==> config.mk <==
export PLATFORM = sky130hd
export DESIGN_NAME = button_array
export DESIGN_NICKNAME = d
export VERILOG_FILES = /design/src/rtl/button_pkg.sv /design/src/rtl/button_channel.sv /design/src/rtl/button_array.sv
export SDC_FILE = /design/constraint.sdc
export NUM_CORES = 1
export LEC_CHECK = 0
export ABC_AREA = 0
export CORE_ASPECT_RATIO = 1.4
export CORE_MARGIN = 3
export CORE_UTILIZATION = 60
export CTS_CLUSTER_SIZE = 40
export DETAILED_ROUTE_END_ITERATION = 10
export HOLD_SLACK_MARGIN = 0.15
export PLACE_DENSITY = 0.8
export SYNTH_ARGS = -nofsm -noshare
export SYNTH_HDL_FRONTEND = slang
export SYNTH_SLANG_ARGS = --single-unit
==> constraint.sdc <==
create_clock -name clk -period 2.3 [get_ports clk]
set_input_delay 0.345 -clock clk [delete_from_list [all_inputs] [get_ports clk]]
set_output_delay 0.345 -clock clk [all_outputs]
set_load 0.1 [all_outputs]
==> src/rtl/button_pkg.sv <==
// button_pkg: shared types and helpers for the push-button conditioner.
package button_pkg;
    typedef enum logic [1:0] {IDLE, WAIT, REPEAT} btn_state_t;
    function automatic int max_int(input int a, input int b);
        return (a > b) ? a : b;
    endfunction
endpackage

==> src/rtl/button_channel.sv <==
// button_channel: synchroniser, stability-counter debouncer and press/repeat/release FSM for one button.
module button_channel
    import button_pkg::*;
#(
    parameter int SYNC_STAGES     = 2,
    parameter int DEBOUNCE_CYCLES = 4,
    parameter int REPEAT_EN       = 1,
    parameter int REPEAT_DELAY    = 16,
    parameter int REPEAT_PERIOD   = 4
) (
    input  logic clk,
    input  logic rst_n,
    input  logic pressed,
    output logic set,
    output logic held,
    output logic released
);
    localparam int CW = $clog2(DEBOUNCE_CYCLES + 1);
    localparam int RW = $clog2(max_int(REPEAT_DELAY, REPEAT_PERIOD) + 1);
    localparam logic [CW-1:0] CNT_LAST = CW'(DEBOUNCE_CYCLES - 1);
    localparam logic [RW-1:0] DLY_LAST = RW'(REPEAT_DELAY - 1);
    localparam logic [RW-1:0] PER_LAST = RW'(REPEAT_PERIOD - 1);

    logic [SYNC_STAGES-1:0] sr;
    logic [CW-1:0] cnt;
    logic [RW-1:0] rc;
    btn_state_t state;
    logic s, flip, rise, fall;

    assign s    = sr[SYNC_STAGES-1];
    assign flip = (s != held) && (cnt == CNT_LAST);
    assign rise = flip & s;
    assign fall = flip & ~s;

    always_ff @(posedge clk or negedge rst_n) begin
        if (!rst_n) begin
            sr   <= '0;
            cnt  <= '0;
            held <= 1'b0;
        end else begin
            sr   <= {sr[SYNC_STAGES-2:0], pressed};
            cnt  <= (s == held || flip) ? '0 : cnt + CW'(1);
            held <= flip ? s : held;
        end
    end

    // A falling held level pre-empts any press or repeat pulse due in the same cycle.
    always_ff @(posedge clk or negedge rst_n) begin
        if (!rst_n) begin
            state    <= IDLE;
            rc       <= '0;
            set      <= 1'b0;
            released <= 1'b0;
        end else begin
            set      <= 1'b0;
            released <= 1'b0;
            if (fall) begin
                state    <= IDLE;
                rc       <= '0;
                released <= 1'b1;
            end else begin
                case (state)
                    IDLE: if (rise) begin
                        set   <= 1'b1;
                        rc    <= '0;
                        state <= WAIT;
                    end
                    WAIT: if (rc != DLY_LAST) begin
                        rc <= rc + RW'(1);
                    end else if (REPEAT_EN != 0) begin
                        set   <= 1'b1;
                        rc    <= '0;
                        state <= REPEAT;
                    end
                    REPEAT: if (rc == PER_LAST) begin
                        set <= 1'b1;
                        rc  <= '0;
                    end else begin
                        rc <= rc + RW'(1);
                    end
                    default: state <= IDLE;
                endcase
            end
        end
    end
endmodule

==> src/rtl/button_array.sv <==
// button_array: N independent push-button conditioners sharing one clock and reset.
module button_array #(
    parameter int N               = 4,
    parameter int SYNC_STAGES     = 2,
    parameter int DEBOUNCE_CYCLES = 4,
    parameter int REPEAT_EN       = 1,
    parameter int REPEAT_DELAY    = 16,
    parameter int REPEAT_PERIOD   = 4
) (
    input  logic         clk,
    input  logic         rst_n,
    input  logic [N-1:0] pressed,
    output logic [N-1:0] set,
    output logic [N-1:0] held,
    output logic [N-1:0] released
);
    for (genvar i = 0; i < N; i++) begin : g_ch
        button_channel #(
            .SYNC_STAGES    (SYNC_STAGES),
            .DEBOUNCE_CYCLES(DEBOUNCE_CYCLES),
            .REPEAT_EN      (REPEAT_EN),
            .REPEAT_DELAY   (REPEAT_DELAY),
            .REPEAT_PERIOD  (REPEAT_PERIOD)
        ) u_ch (
            .clk     (clk),
            .rst_n   (rst_n),
            .pressed (pressed[i]),
            .set     (set[i]),
            .held    (held[i]),
            .released(released[i])
        );
    end
endmodule

==> metrics.txt <==
syn nets=between 300 and 400; fillcell total=396; # nets final=383; Rows=31; Core ar.=5310 µm²; most frequent cells after synthesis=60 x dfrtp_1, 40 x ha_1, 36 x inv_1; GRT Util Overall=18.9%; max cap viols=0; area growth from synthesis to layout=10.1%; Yosys top cell area share=~45%; asr flop ratio synth=100%; synthesized area=3370 µm²; endpoint type of the worst setup path=flip-flop; Post-synth EDFFs=0; most frequent cell after synthesis=dfrtp_1; Hold Path Sink=g_ch[1].u_ch.sr[1]; relative max-transition margin=56.5%; Yosys reg bits=60; Max Fclk=0.488 GHz; Clock Path Buffers=2; I/O pin count=18; Tmin final=2.05 ns; Critical R2R Launch=g_ch[2].u_ch.rc[0]; DP HPWL=around 4100 µm; Detailed Routing Iterations Pass 1=4; clock-pin slew on the worst setup and hold paths=0.06 ns; largest area contributor in the netlist=dfrtp_1; Root Buffer=clkbuf_8; total CTS buffers=9; Initial DRC Count=around 100; vias in the first global route=between 2000 and 2500; Buf/Inv on CP=1; post-synth cell types=50; pre-CTS setup slack=around 0.31 ns; unrepaired setup endpoints after global routing=no; VDD IR max=913 µV; Final ANT Viol Nets=0; cell mode on critical path=ha_1; cell chain of the critical path=ha_1 > nand3_1 > inv_1 > ha_1 > nor2b_1 > o21ba_2 > or3_4 > o31ai_2; critical path class=flip-flop to flip-flop; number of I/O port buffers=17; R2R Path End=g_ch[2].u_ch.rc[3]; Die ar.=about 6600 µm²; initial antenna violation count=0; Max Fanout on Critical Path=4; DRC=0; Worst Tran Pin Value=0.643 ns; fin crit share=89.1%; gr ovfl total=0; # H-tree levels=3; Main synth FF type=dfrtp_1; clock sinks=60; vias per std cell=5.81; sequential cell area=1500 µm²; top cells by area, synth=dfrtp_1 45%, ha_1 15%, inv_1 4.0%, buf_4 2.7%, nand2_1 2.7%; status=completed; Slew Viols, Final=0; Final Hold Fails=0; average routed wire per standard cell=13.9 µm; min-delay src=g_ch[1].u_ch.sr[0]; Seq/Total Area, Yosys=between 40% and 50%; Final GP Congestion=0.853; worst reg-to-reg path cell count=8; total negative slack=0 ns; HP Class=flip-flop to flip-flop; global-route wire length before repair=9940 µm; area of the multi-input gates=1620 µm²; final setup vio count=0; Leak=between 1.5 and 2 nW; Arr. time, crit path=2.29 ns; Gate Count Post-Synth=about 320; cell at the slowest stage of the critical path=dfrtp_1; via count=about 2400; clock skew=0.00820 ns; r2r setup slk=0.25 ns; Worst-Skew Late Latency=0.33 ns; fin worst setup slack=0.251 ns; Worst Hold Depth=0; Syn. warnings=0; drt total wl=5650 µm; largest net degree at the start of global routing=34; TritonCTS clock tree=built; Initial Util=63.3%; Max stage delay on crit path=0.41 ns; Worst setup SP type=flip-flop; Top Family by Delay on Critical Path=simple AND/OR/NAND/NOR gates; die height=94.6 µm; share of layout cells above drive strength 1=between 10 and 15%; DIE WIDTH=between 60 and 70 µm; ANT cells=0; P per Cell Area=between 1000 and 1500 nW/µm²; worst path required time=2.54 ns; syn avg cell area=10.5 µm²
## flip-flops by register name, summed over array words and instances (netlist names)
name,flops
g_ch.u_ch.rc,20
g_ch.u_ch.cnt,12
g_ch.u_ch.sr,8
g_ch.u_ch.state,8
g_ch.u_ch.held,4
g_ch.u_ch.released,4
g_ch.u_ch.set,4
## power breakdown
part	internal [mW]	switching [mW]
clock network	0.556	0.401
registers	1.27	0.170
logic	0.575	1.04
## logic make-up (layout without fill, tap and decap cells)
logic type,Yosys count,count (layout),synth area share (%)
buffers and inverters,51,71,7.25
AOI/OAI and AO/OA,66,66,14.9
xor gates and xnor gates,5,5,1.30
muxes,6,6,1.93
and+or+nand+nor,94,94,15.2
DFF,60,60,44.6
adders and majority gates,40,40,14.9
## stage by stage
stage,cell area [µm²],hold slack [ns],utilization [%],std cells,power (mW)
CTS,3710,0.356,69.8,408,4.05
finish,3710,0.354,69.8,408,4.01
global placement,3490,0.336,65.8,391,3.01
floorplan,3370,0.0494,-,322,2.79
global route,3710,0.358,69.8,408,4.30
detailed placement,3490,0.339,65.8,391,3.06
## placed cells by master (no fill, tap or decap), types with 7 or more instances in the layout
cell / instances
buf_4: 12
clkbuf_8: 11
dfrtp_1: 60
ha_1: 40
inv_1: 36
nand2_1: 24
nand3_1: 12
nand3b_1: 7
nor2_1: 11
nor3_1: 10
o21ai_1: 7
o31ai_1: 8
## metal layers
layer	share of wire, %	routed length, µm	GRT usage [%]	vias to the layer above
met3	3.2	180	5.01	16
met2	51	2870	33.3	37
met4	2.6	145	9.45	0
met5	0	0	0	-
met1	43	2460	21.2	1154
li1	-	-	-	1163
## worst max path at each step
stage                         end  cells after the start               start
2_1_floorplan  g_ch[2].u_ch.rc[3]                      8  g_ch[2].u_ch.rc[0]
3_3_place_gp   g_ch[2].u_ch.rc[3]                      8  g_ch[2].u_ch.rc[0]
3_5_place_dp   g_ch[2].u_ch.rc[3]                      8  g_ch[2].u_ch.rc[0]
4_1_cts        g_ch[2].u_ch.rc[3]                      8  g_ch[2].u_ch.rc[0]
5_1_grt        g_ch[2].u_ch.rc[3]                      8  g_ch[2].u_ch.rc[0]
6_report       g_ch[2].u_ch.rc[3]                      8  g_ch[2].u_ch.rc[0]
## repair_timing
item,CTS,global route
hold buffers,1,0
hold endpoints to repair,27,0
buffers inserted,0,0
resized for setup,0,0
## final cells by class
type	instances	share of cell area, %
Clock inverter	4	1.28
Timing Repair Buffer	19	4.45
Inverter	36	3.64
Multi-Input combinational cell	211	43.7
Sequential cell	60	40.5
Tap cell	66	2.23
Clock buffer	12	4.18
Note: power is estimated with default switching activity, not from simulation.
